**src/rtl/qspi2sdram_pkg.sv**
```systemverilog
// Shared state encoding, defaults and buffer helper for the QSPI staging RAM to
// SDRAM burst writer.
package qspi2sdram_pkg;

  typedef enum logic [1:0] {
    ST_IDLE = 2'd0,
    ST_REQ  = 2'd1,
    ST_XFER = 2'd2,
    ST_DONE = 2'd3
  } wr_state_e;

  localparam int ADDR_W_DEF    = 24;
  localparam int DATA_W_DEF    = 16;
  localparam int BURST_LEN_DEF = 8;
  localparam int WBUF_DEPTH    = 2;

  // Words the buffer will hold once this cycle's pop and the read now returning settle.
  function automatic logic [2:0] wbuf_occupancy(input logic [1:0] count,
                                                input logic       inflight,
                                                input logic       pop);
    wbuf_occupancy = {1'b0, count} + {2'b00, inflight} - {2'b00, pop};
  endfunction

endpackage

```
**src/rtl/qspi_sdram_wbuf.sv**
```systemverilog
// Two-entry prefetch buffer between the staging RAM read port and the SDRAM
// write-data port; head is presented combinationally on rdata.
module qspi_sdram_wbuf
  import qspi2sdram_pkg::*;
#(
  parameter int DATA_W = DATA_W_DEF
) (
  input  logic              clk,
  input  logic              rst,
  input  logic              push,
  input  logic [DATA_W-1:0] wdata,
  input  logic              pop,
  output logic [DATA_W-1:0] rdata,
  output logic              full,
  output logic              empty,
  output logic [1:0]        count
);

  logic [DATA_W-1:0] slot0;
  logic [DATA_W-1:0] slot1;
  logic              wr_ptr;
  logic              rd_ptr;
  logic [1:0]        cnt;
  logic              do_push;
  logic              do_pop;

  // A push into a full buffer is accepted only when the head leaves in the same cycle.
  assign do_pop  = pop & ~empty;
  assign do_push = push & (~full | do_pop);

  // Storage, pointers and occupancy.
  always_ff @(posedge clk or posedge rst) begin
    if (rst) begin
      slot0  <= '0;
      slot1  <= '0;
      wr_ptr <= 1'b0;
      rd_ptr <= 1'b0;
      cnt    <= 2'd0;
    end else begin
      if (do_push) begin
        if (wr_ptr) begin
          slot1 <= wdata;
        end else begin
          slot0 <= wdata;
        end
        wr_ptr <= ~wr_ptr;
      end
      if (do_pop) begin
        rd_ptr <= ~rd_ptr;
      end
      case ({do_push, do_pop})
        2'b10:   cnt <= cnt + 2'd1;
        2'b01:   cnt <= cnt - 2'd1;
        default: cnt <= cnt;
      endcase
    end
  end

  assign rdata = rd_ptr ? slot1 : slot0;
  assign full  = (cnt == 2'd2);
  assign empty = (cnt == 2'd0);
  assign count = cnt;

endmodule

```
**src/rtl/qspi_sdram_wr.sv**
```systemverilog
// Moves one staged burst from the QSPI staging RAM to the SDRAM write port,
// prefetching through a 2-entry buffer so XFER sustains one word per cycle.
module qspi_sdram_wr
  import qspi2sdram_pkg::*;
#(
  parameter int ADDR_W    = ADDR_W_DEF,
  parameter int DATA_W    = DATA_W_DEF,
  parameter int BURST_LEN = BURST_LEN_DEF,
  parameter int RAM_AW    = 3
) (
  input  logic              qspi_clk,
  input  logic              rst,
  input  logic              qspi_wr_req,
  input  logic [ADDR_W-1:0] qspi_wr_addr,
  output logic              ram_ren,
  output logic [RAM_AW-1:0] ram_raddr,
  input  logic [DATA_W-1:0] ram_rdata,
  output logic              sdram_wr_req,
  input  logic              sdram_wr_ack,
  output logic [ADDR_W-1:0] sdram_wr_addr,
  output logic [DATA_W-1:0] sdram_wr_data,
  output logic              sdram_wr_dvld,
  input  logic              sdram_wr_drdy,
  output logic              busy,
  output logic              done,
  output logic              err,
  input  logic              err_clr
);

  localparam logic [RAM_AW:0] BURST_CNT = (RAM_AW + 1)'(BURST_LEN);
  localparam logic [RAM_AW:0] LAST_WORD = BURST_CNT - {{RAM_AW{1'b0}}, 1'b1};

  wr_state_e         state;
  wr_state_e         state_nxt;
  logic [ADDR_W-1:0] addr_q;
  logic [RAM_AW:0]   rd_cnt;
  logic [RAM_AW:0]   word_cnt;
  logic              inflight;
  logic              req_q;
  logic              busy_q;
  logic              done_q;
  logic              err_q;

  logic              accept;
  logic              drop;
  logic              handshake;
  logic              last_word;
  logic              rd_active;
  logic [2:0]        occupancy;
  logic              fifo_full;
  logic              fifo_empty;
  logic [1:0]        fifo_count;
  logic [DATA_W-1:0] fifo_head;

  assign accept    = qspi_wr_req & ((state == ST_IDLE) | (state == ST_DONE));
  assign drop      = qspi_wr_req & ((state == ST_REQ) | (state == ST_XFER));
  assign handshake = sdram_wr_dvld & sdram_wr_drdy;
  assign last_word = handshake & (word_cnt == LAST_WORD);
  assign rd_active = (state == ST_REQ) | (state == ST_XFER);
  assign occupancy = wbuf_occupancy(fifo_count, inflight, handshake);

  // Prefetch keeps at most two words buffered or in flight, counting the word leaving now.
  assign ram_ren = rd_active & (rd_cnt < BURST_CNT) & (occupancy < 3'(WBUF_DEPTH))
                 & (~fifo_full | handshake);
  assign ram_raddr = rd_cnt[RAM_AW-1:0];

  assign sdram_wr_dvld = (state == ST_XFER) & ~fifo_empty;
  assign sdram_wr_data = fifo_head;
  assign sdram_wr_addr = addr_q;
  assign sdram_wr_req  = req_q;
  assign busy          = busy_q;
  assign done          = done_q;
  assign err           = err_q;

  // Next-state selection.
  always_comb begin
    state_nxt = state;
    case (state)
      ST_IDLE: begin
        if (qspi_wr_req) begin
          state_nxt = ST_REQ;
        end else begin
          state_nxt = ST_IDLE;
        end
      end
      ST_REQ: begin
        if (sdram_wr_ack) begin
          state_nxt = ST_XFER;
        end else begin
          state_nxt = ST_REQ;
        end
      end
      ST_XFER: begin
        if (last_word) begin
          state_nxt = ST_DONE;
        end else begin
          state_nxt = ST_XFER;
        end
      end
      ST_DONE: begin
        if (qspi_wr_req) begin
          state_nxt = ST_REQ;
        end else begin
          state_nxt = ST_IDLE;
        end
      end
      default: state_nxt = ST_IDLE;
    endcase
  end

  // State register and output flags derived from the state being entered.
  always_ff @(posedge qspi_clk or posedge rst) begin
    if (rst) begin
      state  <= ST_IDLE;
      req_q  <= 1'b0;
      busy_q <= 1'b0;
      done_q <= 1'b0;
    end else begin
      state  <= state_nxt;
      req_q  <= (state_nxt == ST_REQ);
      busy_q <= (state_nxt != ST_IDLE);
      done_q <= (state_nxt == ST_DONE);
    end
  end

  // Burst address, read/word counters and the one-cycle read pipeline tag.
  always_ff @(posedge qspi_clk or posedge rst) begin
    if (rst) begin
      addr_q   <= '0;
      rd_cnt   <= '0;
      word_cnt <= '0;
      inflight <= 1'b0;
    end else begin
      inflight <= ram_ren;
      if (accept) begin
        addr_q   <= qspi_wr_addr;
        rd_cnt   <= '0;
        word_cnt <= '0;
      end else begin
        if (ram_ren) begin
          rd_cnt <= rd_cnt + {{RAM_AW{1'b0}}, 1'b1};
        end
        if (handshake) begin
          word_cnt <= word_cnt + {{RAM_AW{1'b0}}, 1'b1};
        end
      end
    end
  end

  // Sticky drop flag; a drop wins over a simultaneous clear.
  always_ff @(posedge qspi_clk or posedge rst) begin
    if (rst) begin
      err_q <= 1'b0;
    end else if (drop) begin
      err_q <= 1'b1;
    end else if (err_clr) begin
      err_q <= 1'b0;
    end else begin
      err_q <= err_q;
    end
  end

  qspi_sdram_wbuf #(
    .DATA_W(DATA_W)
  ) u_wbuf (
    .clk  (qspi_clk),
    .rst  (rst),
    .push (inflight),
    .wdata(ram_rdata),
    .pop  (handshake),
    .rdata(fifo_head),
    .full (fifo_full),
    .empty(fifo_empty),
    .count(fifo_count)
  );

endmodule

```
**config.mk**
```make
export PLATFORM = sky130hd
export DESIGN_NAME = qspi_sdram_wr
export DESIGN_NICKNAME = d
export VERILOG_FILES = /design/src/rtl/qspi2sdram_pkg.sv /design/src/rtl/qspi_sdram_wbuf.sv /design/src/rtl/qspi_sdram_wr.sv
export SDC_FILE = /design/constraint.sdc
export NUM_CORES = 1
export LEC_CHECK = 0
export ABC_CLOCK_PERIOD_IN_PS = 6700
export CORE_UTILIZATION = 40
export DETAILED_ROUTE_END_ITERATION = 10
export PLACE_DENSITY = 0.75
export SLEW_MARGIN = 30
export SYNTH_ARGS = -nofsm -noshare
export SYNTH_HDL_FRONTEND = slang
export SYNTH_HIERARCHICAL = 1
export SYNTH_SLANG_ARGS = --single-unit
```
**constraint.sdc**
```tcl
create_clock -name qspi_clk -period 6.7 [get_ports qspi_clk]
set_input_delay 2.01 -clock qspi_clk [delete_from_list [all_inputs] [get_ports qspi_clk]]
set_output_delay 2.01 -clock qspi_clk [all_outputs]
set_load 0.03 [all_outputs]
```
**Word-level counts from Yosys, hierarchy flattened**

Cells that the tools add are included.
Widths: inputs -> output; s select.

- Bits in registers: 75
- Logic and storage cells: 71

- $add $sub $neg: 6
- $lt $le $gt $ge: 2
- Equal/unequal tests: 9
- Mux-type cells: 12
- Bitwise operators: 18
- Reductions and logical operators: 10

Operator list:

| operator | number |
|---|---|
| $mux 16 | 1 |
| $mux 4 | 4 |
| $and 1x1->1 | 10 |
| $eq 2x2->1 const B | 5 |
| $reduce_bool 2->1 | 5 |
| $add 4x1->4 const B | 2 |
| $eq 2x1->1 const B | 3 |
| $pmux 2 s3 | 1 |
| $eq 4x3->1 const B | 1 |
| $logic_not 2->1 | 2 |
| $lt 4x4->1 const B | 1 |
| $mux 1 | 4 |
| $not 1->1 | 4 |
| $or 1x1->1 | 4 |
| $pmux 2 s2 | 1 |
| $reduce_and 2->1 | 2 |
| $add 2x1->3 | 1 |
| $lt 3x2->1 const B | 1 |
| $sub 3x1->3 | 1 |
| $add 2x1->2 const B | 1 |
| $mux 2 | 1 |
| $reduce_or 2->1 | 1 |
| $sub 2x1->2 const B | 1 |

**Depth between registers and ports, before layout**

- Depth after elaboration: 10
- Gate-level depth with buffers: 11
- Gate-level depth less buffers: 11

**Modules after synthesis**

Netlist, hierarchy kept.

Modules (own cells, without submodules):

| module | times used | cells each | area each (um^2) |
|---|---|---|---|
| qspi_sdram_wr | 1 | 181 | 1729.2 |
| qspi_sdram_wbuf | 1 | 111 | 1705.4 |

**Worst setup path after synthesis**

No wires, ideal clock.

- Kind: input-to-output
- Start point: in sdram_wr_drdy
- End point: out ram_ren
- Data arrival time: 3.645 ns
- Data required time: 4.690 ns
- Setup slack: 1.045 ns
- Stages: 8
- Path buffers: 0
- Cell sequence: nand3b_4 inv_4 ha_1 nand2b_1 fa_1 nor3b_2 o211ai_4 inv_2

- Cells in the longest elaborated chain, start to end: 5
- Elaborated cells between the ends (all ways): 6
- Those cells by class: add/sub: 1; order compare: 1; bitwise: 4

RTL lines:

| item | RTL line | source |
|---|---|---|
| start, declared | qspi_sdram_wr.sv:23 | `input logic sdram_wr_drdy,` |
| $and 1x1->1 (*) | qspi_sdram_wr.sv:57 | `assign handshake = sdram_wr_dvld & sdram_wr_drdy;` |
| named net handshake | qspi_sdram_wr.sv:46 | `logic handshake;` |
| $sub 3x1->3 | qspi2sdram_pkg.sv:21 | `wbuf_occupancy = {1'b0, count} + {2'b00, inflight} - {2'b00, pop};` |
| $lt 3x2->1 | qspi_sdram_wr.sv:63 | `assign ram_ren = rd_active & (rd_cnt < BURST_CNT) & (occupancy < 3'(WBUF_DEPTH))` |
| $and 1x1->1 | qspi_sdram_wr.sv:63 |  |
| $and 1x1->1 (*) | qspi_sdram_wr.sv:64 | `& (~fifo_full \| handshake);` |
| end, declared | qspi_sdram_wr.sv:15 | `output logic ram_ren,` |

The timed path passes the listed nets; every way through them passes the cells marked *.

**Final worst setup path**

Ends and elaborated chain as after synthesis.

==> results.toml <==
[run_status]
status = "finished clean"

[yosys]
yosysTopAreaCellShare = 0.546
ys_seq_elements = 75
synthesis.area_um2 = 3430
synth_area_leaders = "dfrtp_1 (55%), mux2_2 (9.2%), nand2_1 (9.0%), mux2_4 (8.7%), ha_1 (1.8%)"
ys.flop_type = "dfrtp_1"
avgSynthCellArea_um2 = 11.8
seq_area_frac_synth = 0.546
yosysWarnings = 6
syn_nets = 344
yosys.area.top_type = "dfrtp_1"
synth_cells = 292
synth-async-reset-ratio = 1.00
ys_top_cells_by_count = "nand2_1 (82), dfrtp_1 (75), mux2_2 (28)"
yosysMostFrequentCell = "nand2_1"
yosysUniqueCellTypes = 41
synth_edf_count = 0

[power_and_ir_drop]
finalPower_mw = 2.59
p_per_area_nw_per_um2 = 553
ir_worst_vdd_mv = 0.242
p_leak_nw = 2.14

[cts]
tritoncts = "built"
clock_sink_count = 75
path_clk_slew_ns = 0.07
ctsResizeCount = 0
clk_path_buf_depth = 2
htreeDepth = 3
cts_buffers = 9
post_cts_buffers = 0
holdBufCountCts = 0
clk_latency_ns = 0.33
cts-root-buf = "clkbuf_8"

[sta]
rsz0062_at_grt = "no"
setup_viol = 0
post-route-period-util = 0.955
finalCriticalPeriod_ns = 6.40
tightest_slew_ns = 0.796
report.final.slew_viol_count = 0
hold_viol = 0
setup-tns-final_ns = 0
skew_ns = 0.00602
max-slew-margin-rel = 0.469
fmax_ghz = 0.156
fin_ws_ns = 0.304

[global_route]
grt_start_max_net_pins = 40
grt_usage = 0.169
grt_pass1_vias = 2472
grt_pass1_wl_mm = 11.5
antenna_found_initial = 0
grt_overflow = 0

[critical_path]
critPathLaunchType = "primary input"
endpoint_kind = "output port"
worst_ep_required_time_ns = 4.69
worstSetupPathType = "in -> out"
cp_max_fo = 13
critPathArrivalTime_ns = 4.39

[layout]
drive_above_1_share = 0.203
regArea_um2 = 1880
fillerInstances = 691
area_growth_pct = 36.2
antennaDiodeCount = 0
multi_input_area_um2 = 1390
final-instance-count-excl-fill = 494
nets = 436

[die]
fp-row-count = 33
die_y_um = 94.7
start_util = 0.416
core_area_um2 = 8260
die_w_um = 94.7
die_area_um2 = 8960
ios = 95

[placed_design]
place_inst = 478
dp.final_hpwl_mm = 4.71
gp_congestion = 0.784
port_buffers = 94
dp_slack_ns = 0.286

[drt]
dr.pass1.iters = 4
wl_mm = 6.96
vias = 2342
drt_iter0_drc = 60
via_per_inst = 4.74
ant_nets = 0
wl_per_cell_um = 14.1
drc = 0

[flow_run]
max_cap_viol_count = 0

[min_path]
hold_path.class = "reg -> reg"
## cell type report
class | count | area share
sequential | 75 | 0.401
multi-input combinational | 188 | 0.297
timing repair buffer | 96 | 0.204
clock buffer | 10 | 0.0294
clock inverter | 6 | 0.0291
tap | 105 | 0.0281
inverter | 14 | 0.0118
## layer usage
layer / wire, um / GRT usage / vias to the layer above
met1: 3170 / 0.206 / 1107
met2: 3050 / 0.268 / 82
met4: 110 / 0.0720 / 0
met5: 0 / 0 / -
met3: 627 / 0.0612 / 10
li1: - / - / 1143
## sequential cells by signal, indices dropped and copies added, names as in the netlist
| register | count |
|---|---|
| busy | 1 |
| sdram_wr_addr | 24 |
| word_cnt | 4 |
| u_wbuf/slot1 | 16 |
| u_wbuf/wr_ptr | 1 |
| inflight | 1 |
| u_wbuf/count | 2 |
| sdram_wr_req | 1 |
| state | 2 |
| u_wbuf/rd_ptr | 1 |
| rd_cnt | 4 |
| done | 1 |
| u_wbuf/slot0 | 16 |
| err | 1 |
## report_power, final
part / leakage, nW / switching (mW) / internal, mW
registers: 0.918 / 0.144 / 0.663
clock network: 0.133 / 0.164 / 0.296
logic: 1.09 / 0.694 / 0.625
## metrics by stage
stage          hold WS [ns]  instance area, um^2   util
2_1_floorplan         0.452                 3430      -
3_3_place_gp          0.457                 4400  0.533
3_5_place_dp          0.462                 4400  0.533
4_1_cts               0.481                 4670  0.566
5_1_grt               0.498                 4680  0.567
6_report              0.471                 4680  0.567
## cells by family after synthesis
logic type | Yosys count | synth area share
buffers and inverters | 29 | 0.0510
adder cells (fa/ha/maj) | 6 | 0.0240
multiplexers | 50 | 0.185
AO/OA/AOI/OAI | 19 | 0.0393
flip-flops | 75 | 0.546
AND/OR/NAND/NOR | 108 | 0.141
XOR/XNOR | 5 | 0.0127
## critical path, stage by stage
cell	delay [ns]
clkdlybuf4s50_1	0.50
nand3b_4	0.12
inv_4	0.17
ha_1	0.25
nand2b_1	0.15
fa_1	0.49
nor3b_2	0.30
o211ai_4	0.16
inv_2	0.09
buf_4	0.15
## layout by cell type (no fill, tap or decap), types with 2 or more instances in the layout
master           count
dfrtp_1             75
o21ai_0              3
nor2b_1              4
or3_1                2
mux2i_1              2
xnor2_1              4
nand2b_1             3
bufinv_16            4
buf_4                3
ha_1                 5
nand2_1             81
nor2_1               4
inv_1               12
a21oi_1              8
nand3_1              3
clkbuf_8            10
mux2_2              28
clkdlybuf4s50_1     93
mux2_4              20
o2111ai_1            2
## path summary, 6_finish.rpt
kind	start	to	slack, ns	cells past startpoint
max	sdram_wr_drdy	ram_ren	0.30	10
min	sdram_wr_addr[20]	sdram_wr_addr[20]	0.47	2
max reg2reg	u_wbuf/count[1]	rd_cnt[2]	3.98	10
min reg2reg	sdram_wr_addr[20]	sdram_wr_addr[20]	0.47	2
max in group asynchronous	rst	done	4.22	3
min in group asynchronous	rst	u_wbuf/slot1[12]	2.10	3
No activity file was read; power rests on OpenSTA's default activity.
